[config.mk]
export PLATFORM = sky130hd
export DESIGN_NAME = seq_divider_32_bit
export DESIGN_NICKNAME = d
export VERILOG_FILES = /design/src/rtl/divider_pkg.sv /design/src/rtl/div_step.sv /design/src/rtl/seq_divider_32_bit.sv
export SDC_FILE = /design/constraint.sdc
export NUM_CORES = 1
export LEC_CHECK = 0
export CORE_MARGIN = 3
export CORE_UTILIZATION = 45
export CTS_CLUSTER_DIAMETER = 60
export DETAILED_ROUTE_END_ITERATION = 16
export PLACE_DENSITY = 0.69
export REMOVE_ABC_BUFFERS = 1
export SKIP_LAST_GASP = 1
export SYNTH_ARGS = -nofsm -noshare
export SYNTH_HDL_FRONTEND = slang
export SYNTH_SLANG_ARGS = --single-unit
[constraint.sdc]
create_clock -name clk -period 4.05 [get_ports clk]
set_input_delay 0.405 -clock clk [delete_from_list [all_inputs] [get_ports clk]]
set_output_delay 0.405 -clock clk [all_outputs]
set_load 0.1 [all_outputs]
[src/rtl/divider_pkg.sv]
// divider_pkg: shared width, counter-width and FSM state definitions for the sequential divider.
package divider_pkg;
    localparam int DIV_WIDTH = 32;
    localparam int DIV_CNT_W = $clog2(DIV_WIDTH);
    typedef enum logic [1:0] {IDLE = 2'd0, BUSY = 2'd1, DONE = 2'd2} div_state_e;
endpackage

[src/rtl/div_step.sv]
// div_step: one restoring-division iteration (shift, carry-select trial subtract, select).
module div_step #(
    parameter int WIDTH = 32
) (
    input  logic [WIDTH-1:0] r_i,
    input  logic [WIDTH-1:0] q_i,
    input  logic [WIDTH-1:0] divisor_i,
    output logic [WIDTH-1:0] r_o,
    output logic [WIDTH-1:0] q_o
);
    localparam int LO = (WIDTH + 1) / 2;
    localparam int HI = WIDTH + 1 - LO;
    logic [WIDTH:0] sh, nb, t;
    logic [LO:0]    lo;
    logic [HI-1:0]  hi0, hi1;
    assign sh = {r_i, q_i[WIDTH-1]};
    assign nb = ~{1'b0, divisor_i};
    // Upper half is precomputed for both carries so only a mux waits on the lower half.
    assign lo  = {1'b0, sh[LO-1:0]} + {1'b0, nb[LO-1:0]} + (LO+1)'(1);
    assign hi0 = sh[WIDTH:LO] + nb[WIDTH:LO];
    assign hi1 = hi0 + HI'(1);
    assign t   = {lo[LO] ? hi1 : hi0, lo[LO-1:0]};
    assign r_o = t[WIDTH] ? sh[WIDTH-1:0] : t[WIDTH-1:0];
    assign q_o = {q_i[WIDTH-2:0], ~t[WIDTH]};
endmodule

[src/rtl/seq_divider_32_bit.sv]
// seq_divider_32_bit: multi-cycle unsigned restoring divider with valid/ready request and response.
module seq_divider_32_bit
    import divider_pkg::*;
#(
    parameter int WIDTH = DIV_WIDTH
) (
    input  logic             clk,
    input  logic             rst_n,
    input  logic             in_valid,
    output logic             in_ready,
    input  logic [WIDTH-1:0] dividend,
    input  logic [WIDTH-1:0] divisor,
    output logic             out_valid,
    input  logic             out_ready,
    output logic [WIDTH-1:0] quotient,
    output logic [WIDTH-1:0] remainder,
    output logic             div_by_zero
);
    localparam int CW = $clog2(WIDTH);
    div_state_e       state_q, state_d;
    logic [WIDTH-1:0] r_q, r_d, qw_q, qw_d, dvs_q, dvs_d;
    logic [WIDTH-1:0] quo_q, quo_d, rem_q, rem_d;
    logic [WIDTH-1:0] r_nx, qw_nx;
    logic [CW-1:0]    cnt_q, cnt_d;
    logic             dz_q, dz_d, up_q;

    div_step #(.WIDTH(WIDTH)) u_step (
        .r_i(r_q), .q_i(qw_q), .divisor_i(dvs_q), .r_o(r_nx), .q_o(qw_nx)
    );

    // up_q keeps in_ready low until the first edge after reset release.
    assign in_ready    = (state_q == IDLE) && up_q;
    assign out_valid   = (state_q == DONE);
    assign quotient    = quo_q;
    assign remainder   = rem_q;
    assign div_by_zero = dz_q;

    always_comb begin
        state_d = state_q;
        r_d     = r_q;
        qw_d    = qw_q;
        dvs_d   = dvs_q;
        cnt_d   = cnt_q;
        quo_d   = quo_q;
        rem_d   = rem_q;
        dz_d    = dz_q;
        case (state_q)
            IDLE: if (in_valid && in_ready) begin
                dvs_d = divisor;
                if (divisor == '0) begin
                    state_d = DONE;
                    quo_d   = '1;
                    rem_d   = dividend;
                    dz_d    = 1'b1;
                end else begin
                    state_d = BUSY;
                    r_d     = '0;
                    qw_d    = dividend;
                    cnt_d   = '0;
                    dz_d    = 1'b0;
                end
            end
            BUSY: begin
                r_d   = r_nx;
                qw_d  = qw_nx;
                cnt_d = cnt_q + CW'(1);
                if (cnt_q == CW'(WIDTH-1)) begin
                    state_d = DONE;
                    quo_d   = qw_nx;
                    rem_d   = r_nx;
                end
            end
            DONE:    state_d = out_ready ? IDLE : DONE;
            default: state_d = IDLE;
        endcase
    end

    always_ff @(posedge clk or negedge rst_n) begin
        if (!rst_n) begin
            state_q <= IDLE;
            r_q     <= '0;
            qw_q    <= '0;
            dvs_q   <= '0;
            cnt_q   <= '0;
            quo_q   <= '0;
            rem_q   <= '0;
            dz_q    <= 1'b0;
            up_q    <= 1'b0;
        end else begin
            state_q <= state_d;
            r_q     <= r_d;
            qw_q    <= qw_d;
            dvs_q   <= dvs_d;
            cnt_q   <= cnt_d;
            quo_q   <= quo_d;
            rem_q   <= rem_d;
            dz_q    <= dz_d;
            up_q    <= 1'b1;
        end
    end
endmodule

==> parameters.txt <==
Parameter                              Value

Floorplanning
  Initial standard-cell utilization of the core    46.7%
  Die height    150 um
  # IOs    135
  Floorplan row count    51
  Area of the core    0.0198 mm2
  Die width    150 um
  Overall die area    0.0224 mm2

Setup path
  Peak per-stage delay on the critical path    0.43 ns
  R2R setup slack    0.21 ns
  Worst setup path class    flop to flop
  Crit Reg-Reg Startpoint    r_q[15]$_DFFE_PN0P_
  Family of cells with the greatest summed delay on the critical path    simple AND/OR/NAND/NOR gates
  Worst EP arrival    4.11 ns
  Critical Path RT    4.32 ns
  Worst-path fanout max    10
  Reg2reg end    remainder[10]$_DFFE_PN0P_
  Cell at the slowest stage of the critical path    sky130_fd_sc_hd__fa_1
  Cells along the critical path    ha_1 > fa_1 > a211oi_1 > o21bai_1 > a21oi_1 > xnor2_1 > and4_4 > and4_1 > nand4_4 > buf_4 > and3_1 > o21ai_1 > a31oi_1
  Count of cells along the worst register-to-register path    13
  Buffers plus inverters on the worst setup path    1
  CP startpoint kind    flop
  Critical Path End Type    flop

Timing
  Worst Slack Setup Final    0.209 ns
  Fmax    0.260 GHz
  Final Critical Period    3.84 ns
  Final setup violation count    0
  Final worst path period share    94.8%
  Count of pins over their slew limit    0
  Unrepaired setup endpoints after global routing    yes
  Transition at the pin with the smallest max-transition slack    1.01 ns
  Setup Total Neg Slack    0 ns
  Clock skew after layout    0.0114 ns
  Number of hold violations in the final report    0
  Slew HR    32.8%

Global route
  Number of antenna violations at the first check in global routing    0
  First-pass GRT wire length    39.8 mm
  Pin count of the biggest net entering global routing    83
  Via count of the first global-routing pass    7485
  Global-route congestion overflow total    0
  Total global routing track utilization    22.3%

Layout
  Layout Cell Area excl Fill    0.0115 mm2
  Layout cells sized above 1    7.56%
  Combined area of the multi-input logic cells    0.00456 mm2
  Area Growth Syn to Fin    24.0%
  Number of antenna repair diodes    0
  Core occupancy in the finished layout    57.9%
  Final net count    1269
  Fillers    1804
  FF/Latch Area    0.00423 mm2

Synthesis
  Avg Cell Area, Syn    8.85 um2
  Sequential area share after synthesis    45.6%
  Share of synthesized flip-flops with an asynchronous set or reset    100%
  Biggest area consumer among synthesized cells    sky130_fd_sc_hd__dfrtp_1
  Yosys warns    0
  Yosys top cell area share    45.6%
  Cell with the most instances after synthesis    sky130_fd_sc_hd__nand2_1
  Gate count of the mapped netlist    1047
  Most frequently used flop master after synthesis    sky130_fd_sc_hd__dfrtp_1
  Synth Cell Area    0.00927 mm2
  Most area-consuming cells after synthesis    sky130_fd_sc_hd__dfrtp_1 (46%), sky130_fd_sc_hd__nand2_1 (7.0%), sky130_fd_sc_hd__a31oi_1 (5.1%), sky130_fd_sc_hd__ha_1 (4.7%), sky130_fd_sc_hd__nor2_1 (4.1%)
  Synth cell types    75
  Count of flip-flops with a built-in enable after synthesis    0
  Synthesized flop and latch total    169
  Synth cell count leaders    sky130_fd_sc_hd__nand2_1 (174), sky130_fd_sc_hd__dfrtp_1 (169), sky130_fd_sc_hd__nor2_1 (102)

Outcome
  Result of the run    complete, no violations

Routing
  Via count    7898
  ANT nets after route    0
  DRC violations left    0
  Detailed-route wire length per cell    17.0 um
  Number of vias per cell after detailed routing    5.48
  Drt first-iter violations    483
  Final wirelength    24.4 mm
  Number of detailed-route iterations in the first pass    5

Placed design
  DP Area    0.0109 mm2
  Estimated wirelength of the detail-placed design    18.0 mm
  Routability congestion estimate from global placement    0.913
  Port Buffers    134
  Setup Slack @ Placement    0.224 ns

Clock tree
  Clock insertion delay at the later pin of the skew report    0.43 ns
  Htree depth    4
  Buffers inserted during post-CTS setup optimization    0
  Clock sinks    169
  CTS tree    yes
  Post-CTS clock slew at the launch and capture registers of the worst setup and hold paths    0.07 ns
  Number of buffers created by CTS    17
  Bufs on Longest Clock Path    2
  CTS Root Cell    sky130_fd_sc_hd__clkbuf_16

Worst hold path
  Worst hold path type    input port to asynchronous set/reset pin

Job
  Reported max-cap violation count    0
routing by layer:
metal | global-route usage, % | wire length (um) | share of wire (%)
met4 | 5.26 | 224 | 0.92
met2 | 33.9 | 10900 | 45
met1 | 33.8 | 11900 | 49
met3 | 3.33 | 1390 | 5.7
met5 | 0 | 0 | 0
timing repair:
| action | 4_1_cts | 5_1_grt |
|---|---|---|
| hold buffers | 0 | 0 |
| resized for setup | 0 | 2 |
| setup endpoints to repair | 0 | 1 |
worst max path at each step:
stage	start	end	slack (ns)	cells after the start
CTS	r_q[15]$_DFFE_PN0P_	r_q[0]$_DFFE_PN0P_	0.20	12
global route	r_q[15]$_DFFE_PN0P_	remainder[10]$_DFFE_PN0P_	-0.02	13
floorplan	state_q[0]$_DFFE_PN0P_	remainder[29]$_DFFE_PN0P_	-5.03	6
detailed placement	r_q[15]$_DFFE_PN0P_	r_q[0]$_DFFE_PN0P_	0.22	12
finish	r_q[15]$_DFFE_PN0P_	remainder[10]$_DFFE_PN0P_	0.21	13
global placement	r_q[15]$_DFFE_PN0P_	remainder[0]$_DFFE_PN0P_	0.28	12
layout make-up:
cell class | count | area share, %
multi-input cells | 750 | 39.7
well taps | 265 | 2.89
clock buffers | 18 | 3.74
repair buffers | 157 | 13.4
inverters | 69 | 2.25
flip-flops and latches | 169 | 36.8
clock inverters | 14 | 1.22
placed cells by master, fill, tap and decap left out, types with 4 or more instances in the layout:
cell	Yosys	layout
sky130_fd_sc_hd__nand2b_1	5	4
sky130_fd_sc_hd__o22a_1	9	9
sky130_fd_sc_hd__o22ai_1	4	4
sky130_fd_sc_hd__o21a_1	5	5
sky130_fd_sc_hd__a31oi_1	76	76
sky130_fd_sc_hd__nor2_1	102	100
sky130_fd_sc_hd__and3_1	9	9
sky130_fd_sc_hd__a211oi_1	5	5
sky130_fd_sc_hd__xor2_1	18	18
sky130_fd_sc_hd__and2_1	6	5
sky130_fd_sc_hd__nor3_1	7	7
sky130_fd_sc_hd__a21oi_2	6	6
sky130_fd_sc_hd__nand2_1	174	174
sky130_fd_sc_hd__nor4_1	9	9
sky130_fd_sc_hd__mux2i_1	8	8
sky130_fd_sc_hd__clkbuf_16	0	17
sky130_fd_sc_hd__clkdlybuf4s50_1	0	132
sky130_fd_sc_hd__a21oi_1	44	44
sky130_fd_sc_hd__o211ai_1	10	10
sky130_fd_sc_hd__clkinvlp_4	0	4
sky130_fd_sc_hd__xnor2_1	22	22
sky130_fd_sc_hd__o21ai_0	74	74
sky130_fd_sc_hd__a21o_1	19	19
sky130_fd_sc_hd__o21ai_1	10	10
sky130_fd_sc_hd__nor2b_1	5	4
sky130_fd_sc_hd__nand4_1	8	8
sky130_fd_sc_hd__nand3_1	15	15
sky130_fd_sc_hd__buf_4	3	22
sky130_fd_sc_hd__dfrtp_1	169	169
sky130_fd_sc_hd__ha_1	35	35
sky130_fd_sc_hd__inv_1	69	69
sky130_fd_sc_hd__o221ai_1	4	4
per-stage QoR:
stage	std cells	hold slack (ns)
after floorplan	988	0.109
after global placement	1410	0.472
after detailed placement	1410	0.477
final	1442	0.0126
after CTS	1442	0.0451
after global routing	1442	0.0729
state kept, by name, indices dropped and copies added (netlist names):
| name | cells |
|---|---|
| dvs_q | 32 |
| cnt_q | 5 |
| r_q | 32 |
| qw_q | 32 |
| quotient | 32 |
| up_q | 1 |
| remainder | 32 |
| div_by_zero | 1 |
| state_q | 2 |
logic make-up after synthesis:
kind of cell / after synthesis / synth area share [%]
XOR/XNOR: 41 / 3.96
AO/OA/AOI/OAI: 296 / 20.6
other: 1 / 0.0405
adder cells (fa/ha/maj): 37 / 5.16
multiplexers: 12 / 1.35
AND/OR/NAND/NOR: 363 / 17.7
buffers and inverters: 128 / 5.54
flip-flops: 169 / 45.6
Power is left out: the tool's default activity adds up to more than one toggle a clock period on the data nets, which glitch-free logic cannot reach.
